`src/rtl/cpu_pkg.sv`:
```
// Shared CPU/loader definitions: memory geometry defaults, loader FSM states
// and the count-byte validity helper.
package cpu_pkg;

  localparam int WIDTH    = 32;
  localparam int MEM_SIZE = 32;
  localparam int ADDR_W   = $clog2(MEM_SIZE);
  localparam int BYTE_W   = 8;
  localparam int LANES    = 4;

  typedef enum logic [2:0] {
    LD_LOAD_CNT  = 3'd0,
    LD_LOAD_BYTE = 3'd1,
    LD_WRITE     = 3'd2,
    LD_CHECK     = 3'd3,
    LD_RUN       = 3'd4,
    LD_ERR       = 3'd5
  } loader_state_t;

  // A count byte is usable only when it names at least one word and fits memory.
  function automatic logic count_ok(input logic [7:0] n, input int unsigned mem_size);
    return (n != 8'd0) && ({24'd0, n} <= mem_size);
  endfunction

endpackage

```
`src/rtl/word_packer.sv`:
```
// Assembles little-endian words from a byte stream: each loaded byte lands in
// the current lane, the lane index advances and wraps, and a full flag marks
// that the top lane has just been filled.
module word_packer #(
  parameter int LANES  = 4,
  parameter int BYTE_W = 8,
  parameter int LANE_W = $clog2(LANES)
) (
  input  logic                      clk,
  input  logic                      rst_n,
  input  logic                      i_clear,
  input  logic                      i_load,
  input  logic [BYTE_W-1:0]         i_byte,
  output logic [LANES*BYTE_W-1:0]   o_word,
  output logic [LANE_W-1:0]         o_lane,
  output logic                      o_full
);

  localparam logic [LANE_W-1:0] LAST_LANE = LANE_W'(LANES - 1);

  logic [LANES*BYTE_W-1:0] r_word;
  logic [LANE_W-1:0]       r_lane;
  logic                    r_full;

  // Byte lane write, lane advance and full tracking; the assembled word is
  // held untouched between loads so it stays stable during the memory write.
  always_ff @(posedge clk or negedge rst_n) begin
    if (!rst_n) begin
      r_word <= '0;
      r_lane <= '0;
      r_full <= 1'b0;
    end else if (i_clear) begin
      r_lane <= '0;
      r_full <= 1'b0;
    end else if (i_load) begin
      for (int li = 0; li < LANES; li++) begin
        if (r_lane == LANE_W'(li)) begin
          r_word[li*BYTE_W +: BYTE_W] <= i_byte;
        end
      end
      r_lane <= r_lane + LANE_W'(1);
      r_full <= (r_lane == LAST_LANE);
    end
  end

  assign o_word = r_word;
  assign o_lane = r_lane;
  assign o_full = r_full;

endmodule

```
`src/rtl/prog_loader.sv`:
```
// Boot-time program loader: receives count, data and checksum bytes over a
// valid/ready stream, writes assembled words to instruction memory, verifies
// an XOR checksum and holds the CPU in reset until a load verifies.
module prog_loader #(
  parameter int WIDTH    = cpu_pkg::WIDTH,
  parameter int MEM_SIZE = cpu_pkg::MEM_SIZE,
  parameter int ADDR_W   = $clog2(MEM_SIZE)
) (
  input  logic              clk,
  input  logic              rst,
  input  logic              in_valid,
  input  logic [7:0]        in_data,
  output logic              in_ready,
  output logic              mem_we,
  output logic [ADDR_W-1:0] mem_addr,
  output logic [WIDTH-1:0]  mem_wdata,
  output logic              cpu_rst,
  output logic              done,
  output logic              err,
  input  logic              reload
);

  import cpu_pkg::*;

  localparam int NLANES = WIDTH / BYTE_W;
  localparam int LANE_W = $clog2(NLANES);
  // One extra bit so the word index can reach N == MEM_SIZE without wrapping.
  localparam int CNT_W  = ADDR_W + 1;
  localparam logic [CNT_W-1:0]  CNT_ONE   = CNT_W'(1);
  localparam logic [LANE_W-1:0] LAST_LANE = LANE_W'(NLANES - 1);

  loader_state_t     r_state;
  logic [CNT_W-1:0]  r_count;
  logic [CNT_W-1:0]  r_word_idx;
  logic [7:0]        r_acc;
  logic              r_mem_we;
  logic              r_cpu_rst;
  logic              r_done;
  logic              r_err;

  logic              w_ready;
  logic              w_xfer;
  logic              w_cnt_ok;
  logic              w_pack_clear;
  logic              w_pack_load;
  logic [WIDTH-1:0]  w_word;
  logic [LANE_W-1:0] w_lane;
  logic              w_full;
  logic [CNT_W-1:0]  w_idx_next;

  // Ready is a pure state decode so it never depends on in_valid.
  assign w_ready = (r_state == LD_LOAD_CNT) ||
                   (r_state == LD_LOAD_BYTE) ||
                   (r_state == LD_CHECK);
  assign w_xfer       = in_valid & w_ready;
  assign w_cnt_ok     = count_ok(in_data, MEM_SIZE);
  assign w_pack_clear = w_xfer && (r_state == LD_LOAD_CNT) && w_cnt_ok;
  assign w_pack_load  = w_xfer && (r_state == LD_LOAD_BYTE);
  assign w_idx_next   = r_word_idx + CNT_ONE;

  word_packer #(
    .LANES  (NLANES),
    .BYTE_W (BYTE_W),
    .LANE_W (LANE_W)
  ) u_packer (
    .clk     (clk),
    .rst_n   (rst),
    .i_clear (w_pack_clear),
    .i_load  (w_pack_load),
    .i_byte  (in_data),
    .o_word  (w_word),
    .o_lane  (w_lane),
    .o_full  (w_full)
  );

  // Loader FSM with counters, checksum accumulator and registered status outputs.
  always_ff @(posedge clk or negedge rst) begin
    if (!rst) begin
      r_state    <= LD_LOAD_CNT;
      r_count    <= '0;
      r_word_idx <= '0;
      r_acc      <= '0;
      r_mem_we   <= 1'b0;
      r_cpu_rst  <= 1'b1;
      r_done     <= 1'b0;
      r_err      <= 1'b0;
    end else begin
      case (r_state)
        LD_LOAD_CNT: begin
          if (w_xfer) begin
            if (w_cnt_ok) begin
              r_count    <= in_data[CNT_W-1:0];
              r_word_idx <= '0;
              r_acc      <= '0;
              r_state    <= LD_LOAD_BYTE;
            end else begin
              r_err   <= 1'b1;
              r_state <= LD_ERR;
            end
          end
        end
        LD_LOAD_BYTE: begin
          if (w_xfer) begin
            r_acc <= r_acc ^ in_data;
            // The byte being accepted fills the top lane: the word is complete.
            if (w_lane == LAST_LANE) begin
              r_mem_we <= 1'b1;
              r_state  <= LD_WRITE;
            end
          end
        end
        LD_WRITE: begin
          r_mem_we   <= 1'b0;
          r_word_idx <= w_idx_next;
          if (w_idx_next == r_count) begin
            r_state <= LD_CHECK;
          end else begin
            r_state <= LD_LOAD_BYTE;
          end
        end
        LD_CHECK: begin
          if (w_xfer) begin
            if (in_data == r_acc) begin
              r_cpu_rst <= 1'b0;
              r_done    <= 1'b1;
              r_state   <= LD_RUN;
            end else begin
              r_err   <= 1'b1;
              r_state <= LD_ERR;
            end
          end
        end
        LD_RUN, LD_ERR: begin
          if (reload) begin
            r_cpu_rst <= 1'b1;
            r_done    <= 1'b0;
            r_err     <= 1'b0;
            r_state   <= LD_LOAD_CNT;
          end
        end
        default: begin
          r_state <= LD_LOAD_CNT;
        end
      endcase
    end
  end

  assign in_ready  = w_ready;
  assign mem_we    = r_mem_we;
  assign mem_addr  = r_word_idx[ADDR_W-1:0];
  assign mem_wdata = w_word;
  assign cpu_rst   = r_cpu_rst;
  assign done      = r_done;
  assign err       = r_err;

  // The full flag mirrors the WRITE entry; it is kept for observability only.
  logic w_unused;
  assign w_unused = w_full;

endmodule

```
`config.mk`:
```
export PLATFORM = sky130hd
export DESIGN_NAME = prog_loader
export DESIGN_NICKNAME = d
export VERILOG_FILES = /design/src/rtl/cpu_pkg.sv /design/src/rtl/word_packer.sv /design/src/rtl/prog_loader.sv
export SDC_FILE = /design/constraint.sdc
export NUM_CORES = 1
export LEC_CHECK = 0
export ABC_AREA = 1
export ABC_CLOCK_PERIOD_IN_PS = 1600
export BUFFER_PORTS_ARGS = -buffer_cell sky130_fd_sc_hd__buf_2
export CAP_MARGIN = 20
export CORE_MARGIN = 2
export CORE_UTILIZATION = 39
export DETAILED_ROUTE_END_ITERATION = 7
export MAX_ROUTING_LAYER = met4
export SETUP_SLACK_MARGIN = 0.1
export SYNTH_ARGS = -nofsm -noshare
export SYNTH_HDL_FRONTEND = slang
export SYNTH_SLANG_ARGS = --single-unit
```
`constraint.sdc`:
```
create_clock -name clk -period 1.6 [get_ports clk]
set_input_delay 0.24 -clock clk [delete_from_list [all_inputs] [get_ports clk]]
set_output_delay 0.24 -clock clk [all_outputs]
set_load 0.02 [all_outputs]
```
==> flow_results.xml <==
<?xml version="1.0" encoding="UTF-8"?>
<metrics>
  <group name="floorplan">
    <metric name="placeableCoreArea" unit="mm²">0.007687</metric>
    <metric name="floorplan.die.height" unit="µm">92.75</metric>
    <metric name="io-pin-count" unit="">54</metric>
    <metric name="start_util" unit="%">39.96</metric>
    <metric name="die_footprint" unit="mm²">0.008602</metric>
    <metric name="die_span_in_x" unit="µm">92.75</metric>
    <metric name="core.rowCount" unit="">32</metric>
  </group>
  <group name="sta">
    <metric name="worst_pin_slew" unit="ps">364.0</metric>
    <metric name="final.setup_skew" unit="ps">7.332</metric>
    <metric name="setup_total_negative_slack" unit="ps">0</metric>
    <metric name="setup_viol" unit="">0</metric>
    <metric name="final_period_minus_worst_setup_slack" unit="ps">1497</metric>
    <metric name="rsz0062_at_grt" unit="">true</metric>
    <metric name="timing.final.crit_share" unit="%">93.54</metric>
    <metric name="finalHoldViolations" unit="">0</metric>
    <metric name="worst_slew_margin_rel" unit="%">75.65</metric>
    <metric name="max_freq" unit="MHz">668.2</metric>
    <metric name="maxSlewViolCount" unit="">0</metric>
  </group>
  <group name="place">
    <metric name="placedCellCount" unit="">509</metric>
    <metric name="port-buffer-count" unit="">53</metric>
    <metric name="gp_congestion" unit="">0.8314</metric>
    <metric name="detailed_placement_wirelength_estimate" unit="mm">4.692</metric>
  </group>
  <group name="synth">
    <metric name="syn-instance-count" unit="">354</metric>
    <metric name="syn_area" unit="mm²">0.003072</metric>
    <metric name="syn_avg_cell_area" unit="µm²">8.677</metric>
    <metric name="post_synth_num_cell_types" unit="">31</metric>
    <metric name="synth_fp_nets" unit="">371</metric>
    <metric name="postSynthRegisterBits" unit="">61</metric>
    <metric name="synth-seq-area-share" unit="%">49.74</metric>
    <metric name="yosysWarningCount" unit="">0</metric>
  </group>
  <group name="cts">
    <metric name="cts-buffers-inserted" unit="">9</metric>
    <metric name="clk_latency" unit="ps">330</metric>
    <metric name="ctsHtreeMaxLevel" unit="">3</metric>
    <metric name="tritoncts" unit="">yes</metric>
    <metric name="clockBufferDepth" unit="">2</metric>
    <metric name="cts.reportedPaths.clkPinSlew" unit="ps">70</metric>
    <metric name="clkSinkCount" unit="">61</metric>
    <metric name="cts.root.buffer_cell" unit="">clkbuf_8</metric>
  </group>
  <group name="global_routing">
    <metric name="grt.overflow.total" unit="">0</metric>
    <metric name="antenna_found_initial" unit="">0</metric>
    <metric name="maximum_number_of_pins_on_one_net_before_global_route_repair" unit="">62</metric>
    <metric name="grt_pass1_wl" unit="mm">11.24</metric>
    <metric name="number_of_global_route_vias_before_repair" unit="">2354</metric>
    <metric name="grt_util_all_layers" unit="%">17.28</metric>
  </group>
  <group name="detailed_routing">
    <metric name="vias" unit="">2445</metric>
    <metric name="routedWlPerCell" unit="µm">12.64</metric>
    <metric name="drtAntennaViolNets" unit="">0</metric>
    <metric name="routed_wire_length" unit="mm">6.726</metric>
    <metric name="detail_route.iter0.violations" unit="">133</metric>
    <metric name="routed_via_density" unit="">4.596</metric>
    <metric name="drt_drc_violations_left" unit="">0</metric>
    <metric name="drt-pass1-iter-count" unit="">4</metric>
  </group>
  <group name="worst_setup_path">
    <metric name="critical_path_peak_fanout" unit="">4</metric>
    <metric name="crit_path_end_kind" unit="">primary output</metric>
    <metric name="worst-endpoint-required" unit="ps">1360</metric>
    <metric name="crit_arrival" unit="ps">1260</metric>
    <metric name="worst-r2r-setup-slack" unit="ps">110</metric>
    <metric name="worst_setup_path_start_kind" unit="">register</metric>
    <metric name="criticalPathCategory" unit="">register to primary output</metric>
  </group>
  <group name="layout">
    <metric name="layout-area-overhead-vs-synth" unit="%">25.13</metric>
    <metric name="antenna-diode-count" unit="">0</metric>
    <metric name="fillers" unit="">776</metric>
    <metric name="post_route_cells_drive_above_1_share" unit="%">34.65</metric>
    <metric name="final_nets" unit="">443</metric>
    <metric name="utilization_after_layout" unit="%">50.00</metric>
    <metric name="final_cells" unit="">532</metric>
  </group>
  <group name="power">
    <metric name="irDropWorstVdd" unit="mV">0.7888</metric>
    <metric name="leakage" unit="nW">1.979</metric>
    <metric name="p_per_area" unit="mW/mm²">1997</metric>
  </group>
  <group name="worst_hold_path">
    <metric name="worstHoldPathType" unit="">input port to register</metric>
  </group>
  <group name="run">
    <metric name="max_cap_violations" unit="">0</metric>
  </group>
  <group name="outcome">
    <metric name="status" unit="">complete, no violations</metric>
  </group>
</metrics>
## per-stage QoR
stage | setup WS (ps) | power (mW) | hold slack, ps | area [µm²]
floorplan | 178.3 | 4.959 | -55.59 | 3072
global placement | 80.87 | 5.800 | 277.5 | 3455
detailed placement | 76.06 | 5.862 | 275.7 | 3455
CTS | 78.45 | 7.328 | 92.65 | 3686
global route | -24.30 | 8.269 | 103.2 | 3844
finish | 103.3 | 7.677 | 95.85 | 3844
## state kept, by name (all words and copies together) (netlist names)
register,count
u_packer.o_word,32
r_acc,8
r_count,6
r_word_idx,6
r_state,3
u_packer.o_lane,2
cpu_rst,1
done,1
err,1
mem_we,1
## power by group
part / internal, mW / switching [mW] / total [mW]
clock network: 0.797 / 0.599 / 1.40
registers: 2.20 / 0.444 / 2.64
logic: 1.41 / 2.23 / 3.64
## critical path, cell delays in order, from the launching register on
cell	delay, ps
dfrtp_1	410
inv_2	130
nand3_2	130
nand2_2	110
buf_4	140
## synth_stat cells
cell type / instances / area share [%]
nor2_4: 1 / 0.37
ha_1: 5 / 2.0
inv_2: 12 / 1.5
inv_6: 1 / 0.29
buf_6: 6 / 2.2
or2_1: 1 / 0.20
nor3_1: 2 / 0.33
clkinv_1: 1 / 0.12
dfrtp_1: 60 / 49
nand4_1: 3 / 0.61
nand3b_1: 2 / 0.49
buf_4: 5 / 1.2
nand3_2: 2 / 0.65
inv_1: 24 / 2.9
or2_0: 1 / 0.20
a21boi_1: 1 / 0.24
nand2_1: 118 / 14
nand3_1: 14 / 2.3
a21oi_2: 1 / 0.29
o22ai_1: 1 / 0.20
nor2_1: 19 / 2.3
dfstp_2: 1 / 0.86
o21ai_2: 21 / 6.0
nand2_2: 5 / 1.0
xnor2_1: 7 / 2.0
o21ai_0: 1 / 0.16
xor2_1: 3 / 0.86
nand2_4: 5 / 1.8
o21ai_1: 27 / 4.4
nor3_4: 1 / 0.53
nor2_2: 3 / 0.61
## cells in the final DEF (no fill, tap or decap), types with 11 or more instances in the layout
cell,instances
inv_2,12
nor2_1,15
clkbuf_8,11
buf_4,17
o21ai_2,21
nand2_1,116
o21ai_1,28
dfrtp_1,59
nand3_1,14
buf_2,52
inv_1,24
## final cells by class
cell class,count,area [µm²],share of cell area (%)
Timing Repair Buffer,72,429.2,11.17
Clock buffer,12,155.1,4.036
Clock inverter,3,45.04,1.172
Inverter,38,147.6,3.841
Sequential cell,61,1529,39.78
Multi-Input combinational cell,244,1410,36.69
Tap cell,102,127.6,3.320
## metal layers
| metal | GRT usage, % | up-vias | routed length, µm |
|---|---|---|---|
| met5 | - | - | 0 |
| li1 | - | 1250 | - |
| met4 | 5.882 | 0 | 72 |
| met2 | 26.34 | 35 | 3281 |
| met3 | 4.312 | 6 | 263 |
| met1 | 22.69 | 1154 | 3109 |
## cell families (layout without fill, tap and decap cells)
group	count (synthesis)	after routing	synth area share [%]
simple gates	177	177	25.87
flops	61	61	49.74
compound gates	52	52	11.28
buf+inv	49	125	8.228
xor+xnor	10	10	2.852
fa+ha+maj	5	5	2.037
## final timing paths
| kind | from | end | cells past startpoint |
|---|---|---|---|
| max | r_state[2]$_DFFE_PN0P_ | in_ready | 4 |
| min | reload | r_state[2]$_DFFE_PN0P_ | 2 |
| max reg2reg | r_state[2]$_DFFE_PN0P_ | err$_DFFE_PN0P_ | 9 |
| min reg2reg | cpu_rst$_DFFE_PN1P_ | cpu_rst$_DFFE_PN1P_ | 2 |
| max in group asynchronous | rst | cpu_rst$_DFFE_PN1P_ | 3 |
| min in group asynchronous | rst | u_packer.o_word[15]$_DFFE_PN0P_ | 3 |
## timing repair
action / CTS / global route
gates resized for setup: 2 / 24
setup endpoints to repair: 12 / 55
hold endpoints to repair: 60 / 0
hold buffers: 1 / 0
buffers inserted: 2 / 5
pin swaps: 0 / 11
Note: power is estimated with default switching activity, not from simulation.
